### src/rtl/slice_stream_ctrl_if.sv
// Handshake and memory-control bundle between slice_stream_ctrl and its consumer.
// The master modport is the controller side; the slave modport is the consumer side.
interface slice_stream_ctrl_if;
  logic       start;
  logic       abort;
  logic       read_file;
  logic [9:0] file_index;
  logic [5:0] line_index;
  logic       slice_valid;
  logic       slice_last;
  logic       slice_ready;
  logic       file_ack;
  logic       busy;
  logic       done;

  modport master (
    input  start, abort, slice_ready, file_ack,
    output read_file, file_index, line_index, slice_valid, slice_last, busy, done
  );

  modport slave (
    output start, abort, slice_ready, file_ack,
    input  read_file, file_index, line_index, slice_valid, slice_last, busy, done
  );
endinterface

### src/rtl/slice_stream_ctrl.sv
// Sweeps files FIRST_FILE..FIRST_FILE+NUM_FILES-1: one load strobe per file, then streams
// its lines over valid/ready and waits for a per-file acknowledge before moving on.
module slice_stream_ctrl #(
  parameter int unsigned FIRST_FILE = 0,
  parameter int unsigned NUM_FILES  = 16,
  parameter int unsigned LINES      = 64
) (
  input  logic                clk,
  input  logic                rst,
  slice_stream_ctrl_if.master bus
);

  localparam logic [9:0] LAST_FILE  = 10'(FIRST_FILE + NUM_FILES - 1);
  localparam logic [9:0] FIRST_IDX  = 10'(FIRST_FILE);
  localparam logic [5:0] LAST_LINE  = 6'(LINES - 1);

  typedef enum logic [2:0] {
    S_IDLE,
    S_LOAD,
    S_STREAM,
    S_DRAIN,
    S_DONE
  } state_e;

  state_e     state_q, state_d;
  logic [9:0] file_q,  file_d;
  logic [5:0] line_q,  line_d;

  always_ff @(posedge clk or posedge rst) begin
    if (rst) begin
      state_q <= S_IDLE;
      file_q  <= '0;
      line_q  <= '0;
    end else begin
      state_q <= state_d;
      file_q  <= file_d;
      line_q  <= line_d;
    end
  end

  always_comb begin
    state_d = state_q;
    file_d  = file_q;
    line_d  = line_q;
    if (bus.abort) begin
      state_d = S_IDLE;
      line_d  = '0;
    end else begin
      unique case (state_q)
        S_IDLE: begin
          if (bus.start) begin
            state_d = S_LOAD;
            file_d  = FIRST_IDX;
            line_d  = '0;
          end
        end
        S_LOAD:   state_d = S_STREAM;
        S_STREAM: begin
          if (bus.slice_ready) begin
            line_d = line_q + 6'd1;
            if (line_q == LAST_LINE) begin
              state_d = S_DRAIN;
            end
          end
        end
        S_DRAIN: begin
          if (bus.file_ack) begin
            if (file_q == LAST_FILE) begin
              state_d = S_DONE;
            end else begin
              state_d = S_LOAD;
              file_d  = file_q + 10'd1;
            end
          end
        end
        S_DONE:   state_d = S_IDLE;
        default:  state_d = S_IDLE;
      endcase
    end
  end

  // Outputs decode registered state only, so ready/ack never reach them combinationally.
  assign bus.read_file   = (state_q == S_LOAD);
  assign bus.slice_valid = (state_q == S_STREAM);
  assign bus.slice_last  = (state_q == S_STREAM) && (line_q == LAST_LINE);
  assign bus.busy        = (state_q != S_IDLE);
  assign bus.done        = (state_q == S_DONE);
  assign bus.file_index  = file_q;
  assign bus.line_index  = line_q;

endmodule

### src/flat_wrapper.sv
// flat-port wrapper written by rule: the top's interface ports become plain ports
module slice_stream_ctrl_flat 
#(
  parameter int unsigned FIRST_FILE = 0,
  parameter int unsigned NUM_FILES  = 16,
  parameter int unsigned LINES      = 64
)
  (clk, rst, bus_start, bus_abort, bus_slice_ready, bus_file_ack, bus_read_file, bus_file_index, bus_line_index, bus_slice_valid, bus_slice_last, bus_busy, bus_done);
  slice_stream_ctrl_if bus_i ();
  input  logic clk;
  input  logic rst;
  input wire logic [$bits(bus_i.start)-1:0] bus_start;
  input wire logic [$bits(bus_i.abort)-1:0] bus_abort;
  input wire logic [$bits(bus_i.slice_ready)-1:0] bus_slice_ready;
  input wire logic [$bits(bus_i.file_ack)-1:0] bus_file_ack;
  output wire logic [$bits(bus_i.read_file)-1:0] bus_read_file;
  output wire logic [$bits(bus_i.file_index)-1:0] bus_file_index;
  output wire logic [$bits(bus_i.line_index)-1:0] bus_line_index;
  output wire logic [$bits(bus_i.slice_valid)-1:0] bus_slice_valid;
  output wire logic [$bits(bus_i.slice_last)-1:0] bus_slice_last;
  output wire logic [$bits(bus_i.busy)-1:0] bus_busy;
  output wire logic [$bits(bus_i.done)-1:0] bus_done;
  assign bus_i.start = bus_start;
  assign bus_i.abort = bus_abort;
  assign bus_i.slice_ready = bus_slice_ready;
  assign bus_i.file_ack = bus_file_ack;
  assign bus_read_file = bus_i.read_file;
  assign bus_file_index = bus_i.file_index;
  assign bus_line_index = bus_i.line_index;
  assign bus_slice_valid = bus_i.slice_valid;
  assign bus_slice_last = bus_i.slice_last;
  assign bus_busy = bus_i.busy;
  assign bus_done = bus_i.done;
  slice_stream_ctrl #(.FIRST_FILE(FIRST_FILE), .NUM_FILES(NUM_FILES), .LINES(LINES)) u_core (.clk(clk), .rst(rst), .bus(bus_i));
endmodule
### config.mk
export PLATFORM = sky130hd
export DESIGN_NAME = slice_stream_ctrl_flat
export DESIGN_NICKNAME = d
export VERILOG_FILES = /design/src/rtl/slice_stream_ctrl_if.sv /design/src/rtl/slice_stream_ctrl.sv /design/src/flat_wrapper.sv
export SDC_FILE = /design/constraint.sdc
export NUM_CORES = 1
export LEC_CHECK = 0
export ABC_CLOCK_PERIOD_IN_PS = 4600
export CORE_MARGIN = 4
export CORE_UTILIZATION = 23
export CTS_BUF_LIST = sky130_fd_sc_hd__clkbuf_4 sky130_fd_sc_hd__clkbuf_8
export CTS_CLUSTER_DIAMETER = 60
export DETAILED_ROUTE_END_ITERATION = 12
export PLACE_DENSITY = 0.54
export SLEW_MARGIN = 30
export SYNTH_ARGS = -nofsm -noshare
export SYNTH_HDL_FRONTEND = slang
export SYNTH_SLANG_ARGS = --single-unit
### constraint.sdc
create_clock -name clk -period 4.6 [get_ports clk]
set_clock_uncertainty 0.1 [all_clocks]
set_input_delay 1.15 -clock clk [delete_from_list [all_inputs] [get_ports clk]]
set_output_delay 1.15 -clock clk [all_outputs]
set_load 0.02 [all_outputs]
==> flow_metrics.tcl, run 1 <==
set metrics [dict create \
    cts_buffer_depth 2 \
    area_growth_pct 28.11 \
    synth_edf_count 0 \
    synth_top_area_share 0.3942 \
    cts_buffers 3 \
    worst_slack_ns 1.267 \
    yosys_warnings 0 \
    start_util 0.2362 \
    cts_hold_buf 0 \
    finalSetupTns_ns 0 \
    path_clk_slew_ns 0.07 \
    synth-seq-cells 19 \
    tightest_slew_ns 0.7540 \
    yosys.area.top_type "dfrtp_1" \
    dieWidth_um 80.42 \
    vdd_drop_max_uv 98.39 \
    vias 1100 \
    synthTopCellsByCount "dfrtp_1, a21oi_1, nor2_1" \
    critPathSlowestCell "clkdlybuf4s50_1" \
    synth_ff_type "dfrtp_1" \
    insertion_delay_ns 0.25 \
    slowest_delay_ns 0.60 \
    dieHeight_um 80.42 \
    grtUsageTotal 0.1023 \
    rsz0062_at_grt "no" \
    nNetsFinal 163 \
    drv_slew 0 \
    finalCritPeriodShare 0.7245 \
    mappedNetlistNets 139 \
    hold_viol 0 \
    grt_overflow 0 \
    synth_most_common_cell "dfrtp_1" \
    avgSynthCellArea_sq_um 9.207 \
    post_cts_buffers 0 \
    slew_headroom 0.4968 \
    grt_pass1_vias 1042 \
    synth.distinct_cells 41 \
    dieArea_sq_mm 0.006467 \
    drc 0 \
    crit_path_cell_trace "or3b_2, nor2_1, clkdlybuf4s50_1" \
    drive_above_1_share 0.1299 \
    power.leakage_nw 0.6031 \
    yosysSeqAreaShare 0.3942 \
    cts_max_level 1 \
    status "complete, no violations" \
    wl_per_cell_um 13.64 \
    antenna_left 0 \
    cts_root_buf "clkbuf_8" \
    coreArea_sq_mm 0.005107 \
    drv_cap 0 \
    rows 26 \
    dp_worst_setup_slack_ns 1.214 \
    async_flop_share 1.000 \
    path_class "reg -> out" \
    min_period_ns 3.333 \
    grt_pass1_wl_mm 5.195 \
    drt_first_pass_iters 4 \
    tritoncts "built" \
    dp.cells 220 \
    portBuffers 26 \
    drt-vias-per-instance 4.911 \
    setup_viol 0 \
    min_path_type "reg -> reg" \
    cp.arrival_ns 2.08 \
    cts.sinks 19 \
    place_hpwl_mm 2.263 \
    instances_no_fill 224 \
    synth.cell_area_sq_mm 0.001206 \
    drtIter0Drc 46 \
    antenna_found_initial 0 \
    critPathRequiredTime_ns 3.35 \
    design.portCount 27 \
    worstSetupStartpointType "register" \
    grt_max_degree 20 \
    cp_max_fo 12 \
    p_per_area_mw_per_mm2 215.0 \
    gp_congestion 0.7791 \
    cts_resized 0 \
    drt-total-wl_mm 3.056 \
    netlist_top_cells_area "dfrtp_1, a21oi_1, o31ai_1" \
    synthCells 131 \
    endpoint_kind "output pin" \
    max_freq_mhz 300.1 \
    antennaDiodeCount 0 \
]
flip-flops by register name (all words and copies together), names as in the netlist:
| name | cells |
|---|---|
| u_core.bus.file_index | 10 |
| u_core.bus.line_index | 6 |
| u_core.state_q | 3 |
layout make-up:
cell class	count	area, sq um
fillers	574	3562
multi-input cells	100	656.9
flip-flops and latches	19	475.5
repair buffers	26	260.3
inverters	5	18.77
clock buffers	3	41.29
well taps	70	87.58
clock inverters	1	5.005
cell usage in the layout, fill, tap and decap left out, drive strengths merged:
cell           instances
clkdlybuf4s50         26
o22ai                  1
nor2                  11
and3                   4
nand3b                 1
ha                     2
clkinv                 1
inv                    5
nor3                   1
nand4                  3
nand2                  7
nor3b                  3
a31oi                  2
o41ai                  1
nand3                  7
nor2b                  2
and2                   2
and4                   2
nor4                   3
or3b                   3
clkbuf                 3
o21ai                 10
dfrtp                 19
nand4bb                1
o2111a                 1
a41oi                  1
nand2b                 1
o21a                   1
or4                    7
a21oi                 12
or2                    1
or3                    1
o31ai                  9
worst max-delay path, delay by kind of cell (launching register included):
family | cells | cell delay (ns)
flops | 1 | 0.55
simple gates | 2 | 0.67
buf+inv | 1 | 0.60
cells by family after synthesis:
kind of cell / after synthesis / synth area share
adder cells (fa/ha/maj): 2 / 0.02074
AO/OA/AOI/OAI: 38 / 0.1971
buffers and inverters: 12 / 0.06431
AND/OR/NAND/NOR: 60 / 0.3237
flip-flops: 19 / 0.3942
layer usage:
metal  GRT usage  up-vias  routed length [um]
li1            -      544                   -
met1      0.1398      522                1455
met2      0.1556       30                1383
met3     0.01570        4                 162
met4     0.05068        0                  55
met5           0        -                   0
worst paths after layout:
kind,slack [ns],start,depth (start not counted),to
hold reg to reg,0.47,u_core.bus.line_index[1],2,u_core.bus.line_index[1]
max in group asynchronous,2.71,rst,2,u_core.bus.file_index[0]
hold / removal,0.47,u_core.bus.line_index[1],2,u_core.bus.line_index[1]
min in group asynchronous,1.22,rst,2,u_core.bus.line_index[1]
setup / recovery,1.27,u_core.state_q[1],3,bus_slice_last
setup reg to reg,2.32,u_core.bus.file_index[4],4,u_core.bus.file_index[8]
report_power, final:
group	total (mW)	internal [mW]	switching [mW]
clock network	0.116	0.0602	0.0556
logic	0.0421	0.0168	0.0254
registers	0.174	0.169	0.00531
total	0.332	0.246	0.0862
stage by stage:
step,instance area (sq um),power [mW],util,hold WS [ns]
after floorplan,1206,0.2038,-,0.4183
after global placement,1495,0.2202,0.2927,0.4578
after detailed placement,1495,0.2198,0.2927,0.4697
after CTS,1541,0.3381,0.3018,0.4803
after global routing,1545,0.3493,0.3025,0.5134
final,1545,0.3322,0.3025,0.4734
(Power assumes the default switching activity.)
==> run 2: changes to the inputs <==
--- a/config.mk
+++ b/config.mk
@@ -5,13 +5,13 @@
 export SDC_FILE = /design/constraint.sdc
 export NUM_CORES = 1
 export LEC_CHECK = 0
-export ABC_CLOCK_PERIOD_IN_PS = 4600
+export ABC_CLOCK_PERIOD_IN_PS = 2700
 export CORE_MARGIN = 4
 export CORE_UTILIZATION = 23
 export CTS_BUF_LIST = sky130_fd_sc_hd__clkbuf_4 sky130_fd_sc_hd__clkbuf_8
 export CTS_CLUSTER_DIAMETER = 60
 export DETAILED_ROUTE_END_ITERATION = 12
-export PLACE_DENSITY = 0.54
+export PLACE_DENSITY = 0.55
 export SLEW_MARGIN = 30
 export SYNTH_ARGS = -nofsm -noshare
 export SYNTH_HDL_FRONTEND = slang
==> constraint.sdc (replaced) <==
create_clock -name clk -period 2.7 [get_ports clk]
set_clock_uncertainty 0.1 [all_clocks]
set_input_delay 0.675 -clock clk [delete_from_list [all_inputs] [get_ports clk]]
set_output_delay 0.675 -clock clk [all_outputs]
set_load 0.02 [all_outputs]
==> flow_metrics.tcl, run 2 (synthesized netlist as in run 1, its figures left out) <==
set metrics [dict create \
    switching_share 0.2575 \
    nFillCells 544 \
    nNetsFinal 173 \
    insertion_delay_ns 0.25 \
    portBuffers 26 \
    rr_worst_depth 6 \
    endpoint_kind "output pin" \
    rsz0062_at_grt "no" \
    status "complete, no violations" \
    place_hpwl_mm 2.310 \
    area_growth_pct 34.65 \
    seq_power_share 0.489 \
    tightest_slew_ns 0.5899 \
    drive_above_1_share 0.1768 \
    drc 0 \
    tritoncts "built" \
    cp.arrival_ns 1.60 \
    min_path_type "reg -> reg" \
    path_class "reg -> out" \
    cts.sinks 19 \
    antennaDiodeCount 0 \
    min_period_ns 2.378 \
    drv_cap 0 \
    cp-endpoint "bus_read_file" \
    reg2reg_to "u_core.bus.file_index[3]" \
    finalSetupTns_ns 0 \
    drt-vias-per-instance 4.722 \
    instances_no_fill 234 \
    grt_pass1_wl_mm 5.154 \
    worst_slack_ns 0.3222 \
    grt_overflow 0 \
    most-common-layout-cells "clkdlybuf4s50_1, dfrtp_1, a21oi_1" \
    grt_pass1_vias 1062 \
    holdWs_ns 0.4593 \
    dieHeight_um 80.42 \
    drt_first_pass_iters 5 \
    path_clk_slew_ns 0.07 \
    p_per_area_mw_per_mm2 366.4 \
    drv_slew 0 \
    p_switching_mw 0.1532 \
    critPathRequiredTime_ns 1.92 \
    dp.cells 230 \
    power.leakage_nw 0.6870 \
    crit_start "u_core.state_q[1]" \
    largest_register_ffs 10 \
    antenna_left 0 \
    dieArea_sq_mm 0.006467 \
    cp_max_fo 11 \
    combPwrFrac 0.153 \
    cts_root_buf "clkbuf_8" \
    coreArea_sq_mm 0.005107 \
    drtIter0Drc 88 \
    finalCritPeriodShare 0.8807 \
    rrSetupSlack_ns 0.56 \
    cts_buffer_depth 2 \
    wl_per_cell_um 12.94 \
    worstSetupStartpointType "register" \
    design.portCount 27 \
    gp_congestion 0.7671 \
    grt_max_degree 20 \
    antenna_found_initial 0 \
    dp_worst_setup_slack_ns 0.06658 \
    start_util 0.2362 \
    drt-total-wl_mm 3.027 \
    layout_commonest_cell "clkdlybuf4s50_1" \
    cts_max_level 1 \
    setup_viol 0 \
    dieWidth_um 80.42 \
    grtUsageTotal 0.1011 \
    max_freq_mhz 420.6 \
    slew_headroom 0.6041 \
    vias 1105 \
    vdd_drop_max_uv 161.9 \
    hold_viol 0 \
    power.share.clock 0.358 \
    intPower_mw 0.4419 \
    rows 26 \
    cts_buffers 3 \
    reg2reg_from "u_core.bus.file_index[0]" \
]
run 2: power groups by stage:
stage	clock network [mW]	registers [mW]	logic (mW)
final	0.213	0.291	0.0912
after global routing	0.233	0.292	0.100
after floorplan	0	0.298	0.0493
after CTS	0.217	0.291	0.0927
after detailed placement	0	0.296	0.0922
after global placement	0	0.297	0.0925
run 2: repair_timing:
action,in CTS,in global routing
hold buffers,0,0
buffers inserted,0,0
setup endpoints to repair,0,2
resized for setup,0,2
run 2: how the worst min path moves through the flow:
stage | start | end | slack, ns | cells past startpoint
CTS | u_core.bus.line_index[1] | u_core.bus.line_index[1] | 0.47 | 2
floorplan | u_core.state_q[2] | u_core.state_q[1] | 0.42 | 2
global placement | u_core.bus.line_index[1] | u_core.bus.line_index[1] | 0.46 | 2
finish | u_core.bus.line_index[1] | u_core.bus.line_index[1] | 0.46 | 2
detailed placement | u_core.bus.line_index[1] | u_core.bus.line_index[1] | 0.46 | 2
global route | u_core.bus.file_index[6] | u_core.bus.file_index[6] | 0.52 | 1
run 2: cell type report:
| type | instances | area, sq um | share of cell area |
|---|---|---|---|
| flip-flops and latches | 19 | 475.5 | 0.2928 |
| multi-input cells | 100 | 653.1 | 0.4022 |
| inverters | 5 | 18.77 | 0.01156 |
| clock buffers | 4 | 48.80 | 0.03005 |
| repair buffers | 36 | 340.3 | 0.2096 |
| well taps | 70 | 87.58 | 0.05393 |
run 2: routing by layer:
metal,track usage,part of all wire,up-vias
met1,0.1424,0.50,523
met3,0.01570,0.033,2
met4,0.04392,0.012,0
met5,0,0,-
met2,0.1515,0.45,17
li1,-,-,563
run 2: worst max-delay path, stage by stage (launching register included):
cell             delay [ns]
dfrtp_1                0.38
buf_4                  0.17
nor3b_1                0.17
clkdlybuf4s50_1        0.63
run 2: per-stage QoR:
step | total power, mW | util | cell area [sq um]
after floorplan | 0.3473 | - | 1206
after global placement | 0.3891 | 0.3074 | 1570
after detailed placement | 0.3886 | 0.3074 | 1570
after CTS | 0.6006 | 0.3170 | 1619
after global routing | 0.6249 | 0.3180 | 1624
final | 0.5951 | 0.3180 | 1624
==> run 3: changes to the inputs <==
--- a/config.mk
+++ b/config.mk
@@ -11,6 +11,7 @@
 export CTS_BUF_LIST = sky130_fd_sc_hd__clkbuf_4 sky130_fd_sc_hd__clkbuf_8
 export CTS_CLUSTER_DIAMETER = 60
 export DETAILED_ROUTE_END_ITERATION = 12
+export MAX_ROUTING_LAYER = met4
 export PLACE_DENSITY = 0.55
 export SLEW_MARGIN = 30
 export SYNTH_ARGS = -nofsm -noshare
==> flow_metrics.tcl, run 3 (synthesized netlist as in run 1, its figures left out) <==
set metrics [dict create \
    instances_no_fill 234 \
    p_per_area_mw_per_mm2 366.5 \
    status "complete, no violations" \
    cts_hold_buf 0 \
    cts_buffer_depth 2 \
    grt_pass1_vias 1061 \
    antennaDiodeCount 0 \
    max_freq_mhz 420.6 \
    cts_max_level 1 \
    layout_commonest_cell "clkdlybuf4s50_1" \
    tightest_slew_ns 0.5899 \
    setup_viol 0 \
    finalSetupTns_ns 0 \
    tritoncts "built" \
    drv_slew 0 \
    gp_congestion 0.7774 \
    start_util 0.2362 \
    dieWidth_um 80.42 \
    rows 26 \
    wl_per_cell_um 12.94 \
    min_path_type "reg -> reg" \
    largest_register_ffs 10 \
    holdWs_ns 0.4593 \
    cts.sinks 19 \
    coreArea_sq_mm 0.005107 \
    dpl_cell_area_sq_mm 0.001570 \
    fin_util 0.3180 \
    nNetsFinal 173 \
    path_clk_slew_ns 0.07 \
    hold_viol 0 \
    path_class "reg -> out" \
    worstSetupStartpointType "register" \
    drt-total-wl_mm 3.027 \
    insertion_delay_ns 0.25 \
    area_growth_pct 34.65 \
    rr_worst_depth 6 \
    dieHeight_um 80.42 \
    vdd_drop_max_uv 161.9 \
    critPathRequiredTime_ns 1.92 \
    design.portCount 27 \
    grt_max_degree 20 \
    slew_headroom 0.6041 \
    crit_path_cell_trace "buf_4, nor3b_1, clkdlybuf4s50_1" \
    worst_slack_ns 0.3222 \
    drc 0 \
    power.leakage_nw 0.6870 \
    place_hpwl_mm 2.310 \
    drt-vias-per-instance 4.722 \
    dp.cells 230 \
    antenna_left 0 \
    portBuffers 26 \
    grt_overflow 0 \
    dp_worst_setup_slack_ns 0.06658 \
    slowest_delay_ns 0.63 \
    min_period_ns 2.378 \
    finalCritPeriodShare 0.8807 \
    cp.arrival_ns 1.60 \
    most-common-layout-cells "clkdlybuf4s50_1, dfrtp_1, a21oi_1" \
    critPathSlowestCell "clkdlybuf4s50_1" \
    grtUsageTotal 0.1038 \
    endpoint_kind "output pin" \
    rsz0062_at_grt "no" \
    cp_max_fo 11 \
    final_cell_area_sq_mm 0.001624 \
    drive_above_1_share 0.1768 \
    antenna_found_initial 0 \
    cts_root_buf "clkbuf_8" \
    drt_first_pass_iters 5 \
    drv_cap 0 \
    grt_pass1_wl_mm 5.161 \
    vias 1105 \
    dieArea_sq_mm 0.006467 \
    drtIter0Drc 88 \
    whs_path_depth 2 \
    cts_buffers 3 \
    finalPower_mw 0.5952 \
]
[run 3: area by class of cell]
class / count / area, sq um
clock buffer: 4 / 48.80
fill: 544 / 3483
multi-input combinational: 100 / 653.1
inverter: 5 / 18.77
tap: 70 / 87.58
sequential: 19 / 475.5
timing repair buffer: 36 / 340.3
[run 3: worst paths after layout]
kind,from,to,slack (ns)
min in group asynchronous,rst,u_core.bus.file_index[3],0.64
max,u_core.state_q[1],bus_read_file,0.32
min reg2reg,u_core.bus.line_index[1],u_core.bus.line_index[1],0.46
min,u_core.bus.line_index[1],u_core.bus.line_index[1],0.46
max reg2reg,u_core.bus.file_index[0],u_core.bus.file_index[3],0.56
max in group asynchronous,rst,u_core.bus.file_index[1],1.66
[run 3: per-layer routing]
layer,track usage,routed length (um),up-vias
met1,0.1437,1535,523
li1,-,-,563
met5,-,0,-
met4,0.04392,36,0
met2,0.1515,1369,17
met3,0.01345,86,2
[run 3: power by group]
group	internal (mW)	leakage, nW	switching (mW)	total (mW)
clock	0.115	0.0262	0.0982	0.213
combinational	0.0390	0.397	0.0523	0.0913
sequential	0.288	0.264	0.00274	0.291
total	0.442	0.687	0.153	0.595
[run 3: worst max-delay path, delay by kind of cell, from the launching register on]
family	cells	cell delay, ns
buffers and inverters	2	0.80
flip-flops	1	0.38
AND/OR/NAND/NOR	1	0.17
[run 3: repair_timing]
action,4_1_cts,5_1_grt
gates resized for setup,0,2
endpoints found under the setup margin,0,2
buffers inserted,0,0
==> patch 1, RTL diff (config.mk and constraints of run 2) <==
The 5 states of `state_e` get a one-hot encoding in 5 bits.
--- a/src/rtl/slice_stream_ctrl.sv
+++ b/src/rtl/slice_stream_ctrl.sv
@@ -14,12 +14,12 @@
   localparam logic [9:0] FIRST_IDX  = 10'(FIRST_FILE);
   localparam logic [5:0] LAST_LINE  = 6'(LINES - 1);
 
-  typedef enum logic [2:0] {
-    S_IDLE,
-    S_LOAD,
-    S_STREAM,
-    S_DRAIN,
-    S_DONE
+  typedef enum logic [4:0] {
+    S_IDLE   = 5'b00001,
+    S_LOAD   = 5'b00010,
+    S_STREAM = 5'b00100,
+    S_DRAIN  = 5'b01000,
+    S_DONE   = 5'b10000
   } state_e;
 
   state_e     state_q, state_d;
Behaviour: no difference found for any inputs over 10 cycles, from zero or initial values and one cycle with rst high; not proved beyond that.
==> patch 1 against run 2 <==
- area after synthesis increased by 5.9%
- setup slack got worse by 0.22 ns
- routed wire length increased by 15%
- count of clock-buffer cells in the layout unchanged
- maximum frequency decreased by 8.6%
- power increased by 22%
- sequential cell count increased by 2
- design area increased by 7.3%
- critical path type unchanged
- largest cell class unchanged
==> patch 1: results (changes against run 2) <==
----------------------------------------------------
[Critical path]
  RR Startpoint ... u_core.bus.file_index[7] (was u_core.bus.file_index[0])
  Cells on worst reg2reg path ... 4 (was 6)
  R2r endpoint ... u_core.bus.file_index[9] (was u_core.bus.file_index[3])
  Maximum single-stage delay on the critical path ... 0.57 ns (was 0.63 ns)
  Largest fanout on the critical path ... 6 (was 11)
  Termination of the worst setup path ... bus_slice_valid (was bus_read_file)
  Arrival time worst endpoint ... 1.83 ns (was 1.60 ns)

[Finish]
  Nets ... 188 (was 173)
  Final standard cell count with taps included and fillers excluded ... 249 (was 234)
  Proportion of layout cells with a drive suffix above 1 ... 0.1620 (was 0.1768)

[Timing]
  Max Clock Freq ... 0.3843 GHz (was 0.4206 GHz)
  Slew at the pin with the worst max-slew slack ... 0.5462 ns (was 0.5899 ns)

[Logic synthesis]
  Share of the yosys chip area belonging to registers ... 0.4123 (was 0.3942)
  Leading post-synthesis cells by cell area ... sky130_fd_sc_hd__dfrtp_1 39%, sky130_fd_sc_hd__nand3_1 4.3%, sky130_fd_sc_hd__a21oi_1 3.5%, sky130_fd_sc_hd__inv_1 2.6%, sky130_fd_sc_hd__nand2_1 2.4% (was sky130_fd_sc_hd__dfrtp_1 39%, sky130_fd_sc_hd__a21oi_1 5.0%, sky130_fd_sc_hd__o31ai_1 5.0%, sky130_fd_sc_hd__o21ai_0 3.7%, sky130_fd_sc_hd__buf_6 3.7%)
  Mux cell area share after synthesis ... 0.01567 (was 0)
  Post-synthesis adder-cell area fraction ... 0.01959 (was 0.02075)
  Synthesized area per cell ... 8.933 sq um (was 9.207 sq um)
  Library cells used by synthesis ... 42 (was 41)
  Post-Synthesis Net Count ... 151 (was 139)
  Synthesized-area fraction occupied by xor and xnor cells ... 0.006856 (was 0)
  Synth Area in Compound Gates ... 0.1832 (was 0.1971)

[Placement]
  Worst setup timing slack at the placement stage ... -0.05610 ns (was 0.06658 ns)
  Final Wtd Congestion ... 0.7631 (was 0.7671)
  Detailed placer's ending HPWL ... 2486 um (was 2310 um)
  Post-detailed-placement cell area ... 1689 sq um (was 1570 sq um)

[Global routing]
  Gr usage total ... 0.1053 (was 0.1011)
  First-pass GRT wire length ... 5658 um (was 5154 um)
  Vias in the first global route ... 1166 (was 1062)
  Largest net degree at the start of global routing ... 22 (was 20)

[Outcome]
  Run status ... completed (unchanged)

[Power and ir drop]
  Total net switching power ... 0.2185 mW (was 0.1532 mW)
  P_seq ... 0.344 mW (was 0.291 mW)
  Peak ir drop on the vdd network ... 175.5 uV (was 161.9 uV)
  Internal Dissipation ... 0.5084 mW (was 0.4419 mW)

[Hold path]
  WHS Endpoint ... u_core.bus.file_index[8] (was u_core.bus.line_index[1])
  HP Start ... u_core.bus.file_index[8] (was u_core.bus.line_index[1])
  Worst hold path cell count ... 1 (was 2)

[CTS]
  Clock-pin slew on the worst setup and hold paths ... 0.09 ns (was 0.07 ns)
  Gates resized, CTS repair ... 5 (was 0)

[Detailed routing]
  Initial drt markers ... 64 (was 88)
  Routed WL ... 3494 um (was 3027 um)
  Number of vias per cell ... 4.916 (was 4.722)

----------------------------------------------------
## patch 1: changes by cell type after synthesis, sizes merged, moves of 4 or more
| cell | change |
|---|---|
| or4 | -4 |
| o31ai | -6 |
| clkbuf | +5 |
| inv | +4 |
| nand3 | +4 |
| buf | -5 |
| o21ai | -5 |
## patch 1: routing by layer
layer / wire, um / up-vias / part of all wire / GRT usage
li1: - / 612 / - / -
met1: 1724 / 593 / 0.49 / 0.1413
met2: 1679 / 17 / 0.48 / 0.1691
met3: 54 / 2 / 0.015 / 0.01302
met4: 36 / 0 / 0.010 / 0.04575
met5: 0 / - / 0 / 0
## patch 1: layout make-up
| type | count | area, sq um |
|---|---|---|
| fillers | 520 | 3495 |
| multi-input cells | 106 | 695.7 |
| flip-flops and latches | 21 | 526.8 |
| repair buffers | 39 | 350.3 |
| well taps | 70 | 87.58 |
| clock buffers | 4 | 48.80 |
| inverters | 9 | 33.78 |
==> patch 2, RTL diff (flow settings as in run 2) <==
Without the edit above. `NUM_FILES` is set to 16 in 2 places; all go to 15.
--- a/src/rtl/slice_stream_ctrl.sv
+++ b/src/rtl/slice_stream_ctrl.sv
@@ -2,7 +2,7 @@
 // its lines over valid/ready and waits for a per-file acknowledge before moving on.
 module slice_stream_ctrl #(
   parameter int unsigned FIRST_FILE = 0,
-  parameter int unsigned NUM_FILES  = 16,
+  parameter int unsigned NUM_FILES  = 15,
   parameter int unsigned LINES      = 64
 ) (
   input  logic                clk,
--- a/src/flat_wrapper.sv
+++ b/src/flat_wrapper.sv
@@ -2,7 +2,7 @@
 module slice_stream_ctrl_flat 
 #(
   parameter int unsigned FIRST_FILE = 0,
-  parameter int unsigned NUM_FILES  = 16,
+  parameter int unsigned NUM_FILES  = 15,
   parameter int unsigned LINES      = 64
 )
   (clk, rst, bus_start, bus_abort, bus_slice_ready, bus_file_ack, bus_read_file, bus_file_index, bus_line_index, bus_slice_valid, bus_slice_last, bus_busy, bus_done);
Function: no difference found for any inputs over 10 cycles, from zero or initial values and one cycle with rst high; that may be too few to reach the edited logic, so the function may still have changed.
==> patch 2 against run 2 <==
- design area down 4.3%
- sequential cell count unchanged
- routed wire length down 5.1%
- final cell count down 5.6%
- power down 1.5%
- combinational power down 13%
- setup slack worse by 0.10 ns
- area after synthesis down 4.5%
- via count down 5.2%
==> patch 2: results (changes against run 2) <==
----------------------------------------------------
[Detailed routing]
  Routed length per instance ... 13.00 um (was 12.94 um)
  Initial drt markers ... 40 (was 88)
  Routed WL ... 2873 um (was 3027 um)
  Drt first pass iters ... 4 (was 5)

[Placement]
  Worst setup timing slack at the placement stage ... 0.2675 ns (was 0.06658 ns)
  Cell Count Post-Placement ... 217 (was 230)
  Final Wtd Congestion ... 0.7821 (was 0.7671)

[Finish]
  Seq/total area ... 0.3060 (was 0.2928)
  Signal buf overhead ... 0.1836 (was 0.2096)
  Number of non-clock buffers in the layout ... 29 (was 36)
  Count of clock buffers in the final design ... 3 (was 4)
  Nets ... 164 (was 173)
  Proportion of layout cells with a drive suffix above 1 ... 0.08442 (was 0.1768)
  Number of non-clock inverters ... 2 (was 5)
  # fillers ... 508 (was 544)
  Clock network area share ... 0.02979 (was 0.03005)

[Critical path]
  Arrival time worst endpoint ... 1.71 ns (was 1.60 ns)
  Largest fanout on the critical path ... 9 (was 11)

[Global routing]
  Gr usage total ... 0.09777 (was 0.1011)
  First-pass GRT wire length ... 4954 um (was 5154 um)

[Power and ir drop]
  Peak ir drop on the vdd network ... 214.0 uV (was 161.9 uV)

[Logic synthesis]
  Leading post-synthesis cells by cell area ... sky130_fd_sc_hd__dfrtp_1 41%, sky130_fd_sc_hd__o21ai_0 5.2%, sky130_fd_sc_hd__nand2_1 4.6%, sky130_fd_sc_hd__o31ai_1 4.6%, sky130_fd_sc_hd__mux2i_1 4.3% (was sky130_fd_sc_hd__dfrtp_1 39%, sky130_fd_sc_hd__a21oi_1 5.0%, sky130_fd_sc_hd__o31ai_1 5.0%, sky130_fd_sc_hd__o21ai_0 3.7%, sky130_fd_sc_hd__buf_6 3.7%)
  Post-synthesis instance total ... 124 (was 131)
  Post-Synthesis Net Count ... 133 (was 139)
  Share of the yosys chip area belonging to registers ... 0.4126 (was 0.3942)
  Mux cell area share after synthesis ... 0.05320 (was 0)
  Synth Area in Compound Gates ... 0.1564 (was 0.1971)
  Library cells used by synthesis ... 36 (was 41)

[Outcome]
  Run status ... completed (unchanged)

----------------------------------------------------
patch 2: path summary, 6_finish.rpt:
kind                       cells after the start  slack [ns]                     start                        to
max                                            3        0.22         u_core.state_q[2]           bus_slice_valid
min                                            1        0.43  u_core.bus.line_index[3]  u_core.bus.line_index[3]
max reg2reg                                    6        0.44  u_core.bus.file_index[0]  u_core.bus.file_index[0]
min reg2reg                                    1        0.43  u_core.bus.line_index[3]  u_core.bus.line_index[3]
max in group asynchronous                      2        1.28                       rst  u_core.bus.file_index[7]
min in group asynchronous                      2        0.74                       rst  u_core.bus.file_index[9]
patch 2: repair_timing:
action,in CTS,in global routing
gates resized for setup,0,1
endpoints found under the setup margin,0,1
setup buffers,0,0
patch 2: worst reg2reg max path, delay by kind of cell (launching register included):
family                   cells  cell delay (ns)
adder cells (fa/ha/maj)      1             0.13
AND/OR/NAND/NOR              3             1.27
flip-flops                   1             0.44
AO/OA/AOI/OAI                1             0.11
buffers and inverters        1             0.08
patch 2: metrics by stage:
stage                     power [mW]  instance area (sq um)
final                         0.5860                   1554
after global routing          0.6162                   1554
after CTS                     0.5948                   1551
after detailed placement      0.3835                   1505
after global placement        0.3826                   1505
after floorplan               0.3483                   1152
patch 2: where the power goes:
group          leakage, nW  switching, mW  internal, mW
Combinational        0.354         0.0439        0.0351
Clock               0.0255          0.106         0.103
Sequential           0.264        0.00941         0.289
patch 2: kinds of logic after synthesis:
group | Yosys count
AOI/OAI and AO/OA | 28
adders and majority gates | 3
buffers and inverters | 5
DFF | 19
muxes | 6
and+or+nand+nor | 63
patch 2: routing by layer:
metal  track usage  vias to the layer above  share of wire
li1              -                      532              -
met1        0.1414                      489           0.52
met2        0.1426                       24           0.41
met3       0.03288                        2          0.060
met4       0.01573                        0         0.0049
met5             0                        -              0
